**src/rtl/ae_sequencer.sv**
```systemverilog
// ae_sequencer: runs fill -> threshold -> acquire -> finish rounds on the AE.
// Optional AE_SEQ_TIMEOUT_EN builds the wait-state timeout and seq_error.
module ae_sequencer #(
  parameter logic [7:0] ADDR_CONTROL        = 8'h00,
  parameter logic [7:0] ADDR_BUFFER_CONTROL = 8'h04
) (
  input  logic        clk,
  input  logic        rst_b,
  input  logic        seq_start,
  input  logic        seq_abort,
  input  logic [5:0]  cfg_channel_num,
  input  logic [6:0]  cfg_buffer_th,
  input  logic        cfg_init_nco,
  input  logic [3:0]  cfg_rounds,
  input  logic [15:0] cfg_timeout,
  input  logic        host_busy,
  input  logic        fill_start,
  input  logic        ae_buffer_reach_th,
  input  logic        ae_finish,
  output logic        seq_reg_cs,
  output logic        seq_wr,
  output logic [7:0]  seq_addr,
  output logic [31:0] seq_d4wt,
  output logic        seq_busy,
  output logic        seq_done,
  output logic        seq_error,
  output logic [3:0]  round_cnt,
  output logic [2:0]  seq_state
);

  typedef enum logic [2:0] {
    S_IDLE      = 3'd0,
    S_WR_FILL   = 3'd1,
    S_WAIT_FILL = 3'd2,
    S_WAIT_TH   = 3'd3,
    S_WR_START  = 3'd4,
    S_WAIT_FIN  = 3'd5,
    S_DONE      = 3'd6
  } state_t;

  state_t      r_state;
  state_t      w_state_nxt;
  logic [5:0]  r_ch;
  logic [6:0]  r_th;
  logic        r_init;
  logic [3:0]  r_rounds;
  logic [3:0]  r_round;
  logic [3:0]  w_round_inc;
  logic        w_last;
  logic        w_start_job;
  logic        w_fin_evt;
  logic        w_expire;

  assign w_start_job = (r_state == S_IDLE) && seq_start && !seq_abort;
  assign w_round_inc = r_round + 4'd1;
  // rounds==0 matches after the 4-bit count wraps 15 -> 0
  assign w_last      = (w_round_inc == r_rounds);
  assign w_fin_evt   = (r_state == S_WAIT_FIN) && ae_finish && !seq_abort;

`ifdef AE_SEQ_TIMEOUT_EN
  logic [15:0] r_cfg_tmo;
  logic [15:0] r_tmo;
  logic        r_err;
  logic        w_wait;
  logic        w_event;
  logic        w_enter_wait;

  assign w_wait  = (r_state == S_WAIT_FILL) ||
                   (r_state == S_WAIT_TH) ||
                   (r_state == S_WAIT_FIN);
  assign w_event = ((r_state == S_WAIT_FILL) && fill_start) ||
                   ((r_state == S_WAIT_TH) && ae_buffer_reach_th) ||
                   ((r_state == S_WAIT_FIN) && ae_finish);
  assign w_enter_wait = (w_state_nxt != r_state) &&
                        ((w_state_nxt == S_WAIT_FILL) ||
                         (w_state_nxt == S_WAIT_TH) ||
                         (w_state_nxt == S_WAIT_FIN));
  // the awaited event beats expiry in the same cycle
  assign w_expire = w_wait && (r_cfg_tmo != 16'd0) &&
                    (r_tmo == 16'd0) && !w_event && !seq_abort;
  assign seq_error = r_err & ~seq_abort;

  // wait-state timeout: reload on entry, count down while waiting
  always_ff @(posedge clk or negedge rst_b) begin
    if (!rst_b) begin
      r_cfg_tmo <= 16'd0;
      r_tmo     <= 16'd0;
      r_err     <= 1'b0;
    end else begin
      r_err <= w_expire;
      if (w_start_job) r_cfg_tmo <= cfg_timeout;
      if (w_enter_wait) r_tmo <= r_cfg_tmo;
      else if (w_wait && (r_tmo != 16'd0)) r_tmo <= r_tmo - 16'd1;
    end
  end
`else
  logic w_unused_tmo;
  assign w_unused_tmo = ^cfg_timeout;
  assign w_expire     = 1'b0;
  assign seq_error    = 1'b0;
`endif

  // state register
  always_ff @(posedge clk or negedge rst_b) begin
    if (!rst_b) r_state <= S_IDLE;
    else        r_state <= w_state_nxt;
  end

  // job configuration latch and round counter
  always_ff @(posedge clk or negedge rst_b) begin
    if (!rst_b) begin
      r_ch     <= 6'd0;
      r_th     <= 7'd0;
      r_init   <= 1'b0;
      r_rounds <= 4'd0;
      r_round  <= 4'd0;
    end else if (w_start_job) begin
      r_ch     <= cfg_channel_num;
      r_th     <= cfg_buffer_th;
      r_init   <= cfg_init_nco;
      r_rounds <= cfg_rounds;
      r_round  <= 4'd0;
    end else if (w_fin_evt) begin
      r_round  <= w_round_inc;
    end
  end

  // next state and register-port writes
  always_comb begin
    w_state_nxt = r_state;
    seq_wr      = 1'b0;
    seq_addr    = 8'h00;
    seq_d4wt    = 32'h0;
    seq_done    = 1'b0;
    if (seq_abort) begin
      w_state_nxt = S_IDLE;
    end else if (w_expire) begin
      w_state_nxt = S_IDLE;
    end else begin
      case (r_state)
        S_IDLE: begin
          if (seq_start) w_state_nxt = S_WR_FILL;
        end
        S_WR_FILL: begin
          if (!host_busy) begin
            seq_wr      = 1'b1;
            seq_addr    = ADDR_BUFFER_CONTROL;
            seq_d4wt    = {22'h0, r_init & (r_round == 4'd0),
                           1'b1, 1'b0, r_th};
            w_state_nxt = S_WAIT_FILL;
          end
        end
        S_WAIT_FILL: begin
          if (fill_start) w_state_nxt = S_WAIT_TH;
        end
        S_WAIT_TH: begin
          if (ae_buffer_reach_th) w_state_nxt = S_WR_START;
        end
        S_WR_START: begin
          if (!host_busy) begin
            seq_wr      = 1'b1;
            seq_addr    = ADDR_CONTROL;
            seq_d4wt    = {23'h0, 1'b1, 2'b0, r_ch};
            w_state_nxt = S_WAIT_FIN;
          end
        end
        S_WAIT_FIN: begin
          if (ae_finish) w_state_nxt = w_last ? S_DONE : S_WR_FILL;
        end
        S_DONE: begin
          seq_done    = 1'b1;
          w_state_nxt = S_IDLE;
        end
        default: w_state_nxt = S_IDLE;
      endcase
    end
  end

  assign seq_reg_cs = seq_wr;
  assign seq_busy   = (r_state != S_IDLE);
  assign round_cnt  = r_round;
  assign seq_state  = r_state;

endmodule

```
**config.mk**
```make
export PLATFORM = sky130hd
export DESIGN_NAME = ae_sequencer
export DESIGN_NICKNAME = d
export VERILOG_FILES = /design/src/rtl/ae_sequencer.sv
export SDC_FILE = /design/constraint.sdc
export NUM_CORES = 1
export LEC_CHECK = 0
export CORE_MARGIN = 2
export CORE_UTILIZATION = 38
export DETAILED_ROUTE_END_ITERATION = 8
export GPL_TIMING_DRIVEN = 1
export HOLD_SLACK_MARGIN = 0.03
export PLACE_DENSITY = 0.81
export SETUP_SLACK_MARGIN = 0.2
export SKIP_CTS_REPAIR_TIMING = 1
export SLEW_MARGIN = 20
export SYNTH_ARGS = -nofsm -noshare
export SYNTH_HDL_FRONTEND = slang
export SYNTH_SLANG_ARGS = --single-unit
```
**constraint.sdc**
```tcl
create_clock -name clk -period 2.5 [get_ports clk]
set_input_delay 0.75 -clock clk [delete_from_list [all_inputs] [get_ports clk]]
set_output_delay 0.75 -clock clk [all_outputs]
set_load 0.1 [all_outputs]
```
[After elaboration in Yosys (flattened, before gate mapping)]
Cells that the tools add are included.
Operators by class
  bitwise operators: 1
  equal/unequal tests: 13
  reduce and logical (&&, ||, !) cells: 11
  mux-type cells: 23
  add/subtract/negate cells: 1
Operator list (number)
  $mux W32: 1
  $mux W3: 9
  $pmux W10 S2: 1
  $ne A3 B3 Y1 const B: 6
  $pmux W3 S6: 1
  $mux W8: 2
  $mux W10: 1
  $eq A3 B3 Y1 const B: 3
  $mux W9: 1
  $mux W4: 2
  $eq A3 B2 Y1 const B: 2
  $reduce_and A6 Y1: 1
  $mux W1: 5
  $add A4 B1 Y4 const B: 1
  $eq A4 B4 Y1: 1
  $logic_and A1 B1 Y1: 4
  $logic_not A4 Y1: 1
  $eq A3 B1 Y1 const B: 1
  $logic_not A3 Y1: 1
  $reduce_bool A3 Y1: 1
  $reduce_bool A2 Y1: 1
  $reduce_or A2 Y1: 1
  $and A1 B1 Y1: 1
  $logic_not A1 Y1: 1
Word-level totals
  word-level logic and storage cells: 55
  input bits: 42
  flip-flop bits (word level): 25

[Logic depth before layout (Yosys ltp)]
Gate-level depths: netlist (run 1).
  depth in word-level cells: 6
  depth in mapped cells: 6

[Worst setup path after synthesis (run 1)]
No wires, ideal clock.
  path type: reg2out
  start point: register r_state[0] (netlist: seq_state[0])
  end point: output seq_d4wt[9]
  buffers on the path: 0
  data required time: 1.750 ns
  arrival: 5.420 ns
  stages on the path, launching flop included: 5
  setup slack: -3.670 ns
  cells stage by stage: dfrtp_1 -> inv_1 -> nor2_2 -> and2_1 -> nor4b_1
Between the ends
  cells in the longest elaborated chain, start to end: 3
RTL lines
  from (decl): line 41  | state_t r_state;
  from (signal assigned): line 106  | else r_state <= w_state_nxt;
  $eq A3 B3 Y1 / $eq A3 B1 Y1 (equally long branches): line 140  | case (r_state)
  $pmux W10 S2 (*): line 140
  $mux W32 (*): line 135  | if (seq_abort) begin
  to (decl): line 23  | output logic [31:0] seq_d4wt,
Every way passes the cells marked *; elsewhere a longest branch is shown, timed or not.

[Worst setup path after layout (run 1)]
  start point: register r_state[2] (netlist: seq_state[2])
  end point: output seq_d4wt[9]
Same word-level chain as after synthesis.

==> flow_summary.yaml, run 1 <==
timing:
  timing.final.crit_share_pct: 101
  clock_skew_ns: 0.00201
  timing.fmax_mhz: 395
  final.hold.worst_slack_ns: 0.504
  layout_min_cycle_time_ns: 2.53
  hold_viol_final: 0
  rsz0062_at_grt: "true"
  setup_tns_ns: -0.0460
  drv_slew: 0
  final-setup-viol-count: 3
  setup_ws_ns: -0.0313
finish:
  most_frequent_cells_in_the_layout: "conb_1 (31), clkdlybuf4s50_1 (23), dfrtp_1 (22)"
  nets: 265
  fraction_of_layout_cells_with_a_size_suffix_above_1_pct: 39.1
  areaGrowthSynthToFinish_pct: 48.4
  mostFrequentLayoutCell: "conb_1"
  n_antenna_cell: 0
  layout.core_utilization_pct: 59.1
synthesis:
  synth.avg_cell_area_um2: 10.0
  synthCells: 160
  synth_top_cells_by_area: "dfrtp_1 (39%), buf_4 (15%), mux2_2 (13%), a22oi_1 (2.8%), xnor2_1 (2.7%)"
  synth-async-reset-ratio_pct: 100
  synth_largest_type_area_fraction_pct: 39.0
  synth_seq_area_share_pct: 39.0
  synth.cell_area_um2: 1610
  synth_warnings: 0
  number_of_synthesized_flops_with_an_enable_pin: 0
  synth.distinct_cells: 40
  ys_seq_elements: 25
  yosysTopAreaCell: "dfrtp_1"
  synth_top_flop_cell: "dfrtp_1"
setup_path:
  regToRegEndpoint: "seq_state[0]"
  r2r_cells: 5
  crit_fanout: 13
  setup.reg_to_reg.worst_slack_ns: 0.83
  rr_startpoint: "seq_state[1]"
  crit_path_end_kind: "output port"
  criticalPathCategory: "flop to output port"
  critPathArrivalTime_ns: 1.78
  setup.worst_path.start_class: "flop"
  data_required_time_of_the_worst_path_ns: 1.75
drt:
  wire_per_inst_um: 13.1
  detail_route.iter0.violations: 73
  firstDrtPassIters: 3
  finalWirelength_um: 3530
  via_count: 1237
  route.antenna.remaining_nets: 0
  vias_per_cell: 4.58
  detail_route.drc_violations: 0
cts:
  cts_tree: "done"
  clock_input_transition_at_the_sequential_cells_of_the_worst_setup_and_hold_paths_ns: 0.09
  clk_latency_ns: 0.27
  cts_htree_levels: 1
  tritoncts_num_sinks: 25
  cts_buffer_depth: 2
  cts_inserted_buffers: 3
  clock_tree.root_cell: "clkbuf_8"
floorplanning:
  core_area_um2: 4030
  floorplan.initialDensity_pct: 39.8
  die_x_um: 69.0
  design.portCount: 94
  die_h_um: 69.0
  rows: 23
  fp.dieArea_um2: 4760
outcome:
  status: "finished with violations"
  violations: "setup timing"
grt:
  grt_first_pass_wirelength_um: 5530
  antenna_violations_before_repair: 0
  largest_net_degree_at_the_start_of_global_routing: 26
  grtUsageTotal_pct: 15.5
  overflow: 0
  first_global_vias: 1176
worst_hold_path:
  worstHoldStart: "r_th[6]"
  worst_hold_path_type: "flop to flop"
  worst_hold_path.num_cells: 1
  whs_endpoint: "r_th[6]"
placement:
  place_ws_ns: -0.408
  globalplace.congestion: 0.813
  port_buffers: 46
  post-dp-hpwl_um: 2690
flow_run:
  maxCapViolCount: 0
power:
  total_power_mw: 2.17
  peakVddDrop_mv: 0.422
  powerDensity_nw_per_um2: 912
  cellLeakagePower_nw: 1.02
## layer usage
metal | vias up | part of all wire (%) | global-route usage [%]
met4 | 0 | 0.34 | 3.68
met1 | 585 | 43 | 20.5
li1 | 614 | - | -
met2 | 36 | 52 | 26.8
met3 | 2 | 4.7 | 2.27
met5 | - | 0 | 0
## flip-flops by register name, summed over array words and instances, names as in the netlist
register,count
round_cnt,4
r_init,1
r_rounds,4
r_ch,6
seq_state,3
r_th,7
## worst max-delay path by stage
stage / startpoint / endpoint / depth (start not counted)
floorplan: seq_state[2] / seq_d4wt[9] / 4
global placement: seq_abort / seq_d4wt[9] / 5
detailed placement: seq_abort / seq_d4wt[9] / 5
CTS: seq_abort / seq_d4wt[9] / 5
global route: host_busy / seq_d4wt[9] / 5
finish: seq_state[2] / seq_d4wt[9] / 6
## cell usage after synthesis, types with 2 or more instances
cell type	n
mux2_2	19
a311o_1	2
nor3_1	3
xnor2_1	5
ha_1	2
nand3_1	7
dfrtp_1	25
inv_1	7
nor2b_1	2
nand2_1	5
buf_2	4
nand4_1	2
nor2_2	3
o21ai_0	3
a22oi_1	6
buf_4	32
nor2_1	9
xor2_1	2
## area by class of cell
type | instances | area [µm²]
Tap cell | 50 | 62.6
Sequential cell | 25 | 637
Timing Repair Buffer | 64 | 733
Multi-Input combinational cell | 120 | 875
Clock buffer | 4 | 45.0
Fill cell | 360 | 1650
Inverter | 7 | 30.0
## metrics by stage
stage | instances | cell area, µm²
3_3_place_gp | 259 | 2250
6_report | 270 | 2380
4_1_cts | 263 | 2300
3_5_place_dp | 259 | 2250
2_1_floorplan | 190 | 1810
5_1_grt | 270 | 2380
## logic make-up (layout without fill, tap and decap cells)
family,Yosys count,after routing,synth area share (%)
AOI/OAI and AO/OA,19,19,8.73
xor gates and xnor gates,7,7,3.82
adders and majority gates,2,2,1.56
buffers and inverters,45,75,18.8
DFF,25,25,39.0
muxes,20,20,14.0
other,1,31,0.234
and+or+nand+nor,41,41,14.0
## critical path: stages (launching register included)
cell and delay [ns]:
dfrtp_4 0.48, buf_6 0.15, nor2_4 0.15, buf_6 0.12, and2_4 0.13, nor4b_4 0.26
buf_12 0.22
## where the power goes
group | switching (mW) | internal [mW]
logic | 0.789 | 0.471
registers | 0.0964 | 0.572
clock network | 0.130 | 0.114
(Power assumes the default switching activity.)
==> inputs of run 2 (changes only) <==
- CORE_UTILIZATION: 38 -> 30
- PLACE_DENSITY: 0.81 -> 0.66
==> run 2 against run 1 <==
Net effect: the run still ends with setup timing left; hold slack improved by 0.013 ns; register-to-register slack is essentially flat; critical path type is now input pin to output port; cell area increased by 0.26%; first-iteration DRC count shrank 19%; sequential power shrank 0.6%; setup slack improved by 0.0091 ns; largest cell class unchanged; non-clock buffer count shrank 2.
==> flow_summary.yaml, run 2 (same netlist as run 1, synthesis figures left out) <==
setup_path:
  critPathArrivalTime_ns: 1.77
  criticalPathCategory: "input pin to output port"
  setup.worst_path.start_class: "input pin"
  rr_startpoint: "seq_state[1]"
  cp-startpoint: "host_busy"
  endpoint: "seq_d4wt[9]"
  setup.reg_to_reg.worst_slack_ns: 0.82
  data_required_time_of_the_worst_path_ns: 1.75
  crit_path_end_kind: "output port"
  crit_fanout: 3
  regToRegEndpoint: "seq_state[0]"
  r2r_cells: 5
floorplanning:
  core_area_um2: 5140
  die_x_um: 77.2
  floorplan.initialDensity_pct: 31.2
  design.portCount: 94
  fp.dieArea_um2: 5950
  rows: 26
  die_h_um: 77.2
finish:
  nets: 263
  layout.core_utilization_pct: 46.5
  mostFrequentLayoutCell: "conb_1"
  areaGrowthSynthToFinish_pct: 48.8
  most_frequent_cells_in_the_layout: "conb_1 (31), clkdlybuf4s50_1 (23), dfrtp_1 (22)"
  registers_with_the_most_flip_flops: "r_th (7), r_ch (6)"
  n_antenna_cell: 0
  flip_flop_count_of_the_largest_register_all_copies_and_words_added: 7
  largest_register: "r_th"
  fraction_of_layout_cells_with_a_size_suffix_above_1_pct: 38.5
  fillerInstances: 500
outcome:
  status: "finished with violations"
  violations: "setup timing"
drt:
  route.antenna.remaining_nets: 0
  firstDrtPassIters: 4
  vias_per_cell: 4.26
  via_count: 1226
  finalWirelength_um: 3490
  wire_per_inst_um: 12.1
  detail_route.drc_violations: 0
  detail_route.iter0.violations: 59
grt:
  grt_first_pass_wirelength_um: 5640
  overflow: 0
  first_global_vias: 1210
  grtUsageTotal_pct: 11.6
  largest_net_degree_at_the_start_of_global_routing: 26
  antenna_violations_before_repair: 0
worst_hold_path:
  worst_hold_path_type: "flop to flop"
cts:
  clock_tree.root_cell: "clkbuf_8"
  clock_input_transition_at_the_sequential_cells_of_the_worst_setup_and_hold_paths_ns: 0.10
  cts_buffer_depth: 2
  tritoncts_num_sinks: 25
  cts_htree_levels: 1
  clk_latency_ns: 0.27
  cts_tree: "done"
  cts_inserted_buffers: 3
timing:
  rsz0062_at_grt: "true"
  clock_skew_ns: 0.00633
  timing.fmax_mhz: 396
  layout_min_cycle_time_ns: 2.52
  final-setup-viol-count: 3
  setup_ws_ns: -0.0222
  setup_tns_ns: -0.0456
  hold_viol_final: 0
  timing.final.crit_share_pct: 101
  drv_slew: 0
placement:
  post-dp-hpwl_um: 2620
  port_buffers: 46
  globalplace.congestion: 0.784
power:
  powerDensity_nw_per_um2: 909
  total_power_mw: 2.17
  cellLeakagePower_nw: 1.01
  peakVddDrop_mv: 0.629
flow_run:
  maxCapViolCount: 0
[run 2: cell type report]
| class | count | area (µm²) | area share [%] |
|---|---|---|---|
| multi-input combinational | 120 | 868 | 36.4 |
| timing repair buffer | 62 | 717 | 30.0 |
| sequential | 25 | 637 | 26.7 |
| tap | 70 | 87.6 | 3.67 |
| clock buffer | 3 | 41.3 | 1.73 |
| inverter | 7 | 30.0 | 1.26 |
| clock inverter | 1 | 7.51 | 0.314 |
[run 2: stage by stage]
stage | hold slack (ns) | instances | area, µm² | worst slack, ns
floorplan | 0.454 | 190 | 1810 | -0.670
global placement | 0.479 | 280 | 2300 | -0.408
detailed placement | 0.496 | 280 | 2300 | -0.407
CTS | 0.520 | 284 | 2350 | -0.431
global route | 0.531 | 288 | 2390 | -0.0919
finish | 0.517 | 288 | 2390 | -0.0222
[run 2: worst min path at each step]
stage | to | start | cells after the start
finish | r_th[6] | r_th[6] | 1
detailed placement | r_th[3] | r_th[3] | 1
global placement | r_th[6] | r_th[6] | 1
floorplan | r_ch[0] | rst_b | 0
CTS | r_th[3] | r_th[3] | 1
global route | r_th[3] | r_th[3] | 1
[run 2: worst max-delay path, cell delays in order]
cell and delay [ns]:
clkbuf_2 0.11, nor3_4 0.26, and2_4 0.19, nor4b_4 0.25, buf_12 0.22
[run 2: routing by layer]
metal  track usage (%)  vias to the layer above  part of all wire (%)
li1                  -                      605                     -
met1              15.0                      576                    44
met2              19.7                       43                    49
met3              2.47                        2                   5.8
met4              3.21                        0                  0.49
met5                 0                        -                     0
[run 2: power by group]
group | internal, mW | leakage (nW) | switching, mW | total [mW]
sequential | 0.571 | 0.302 | 0.0927 | 0.664
clock | 0.113 | 0.0217 | 0.142 | 0.255
combinational | 0.468 | 0.688 | 0.784 | 1.25
total | 1.15 | 1.01 | 1.02 | 2.17
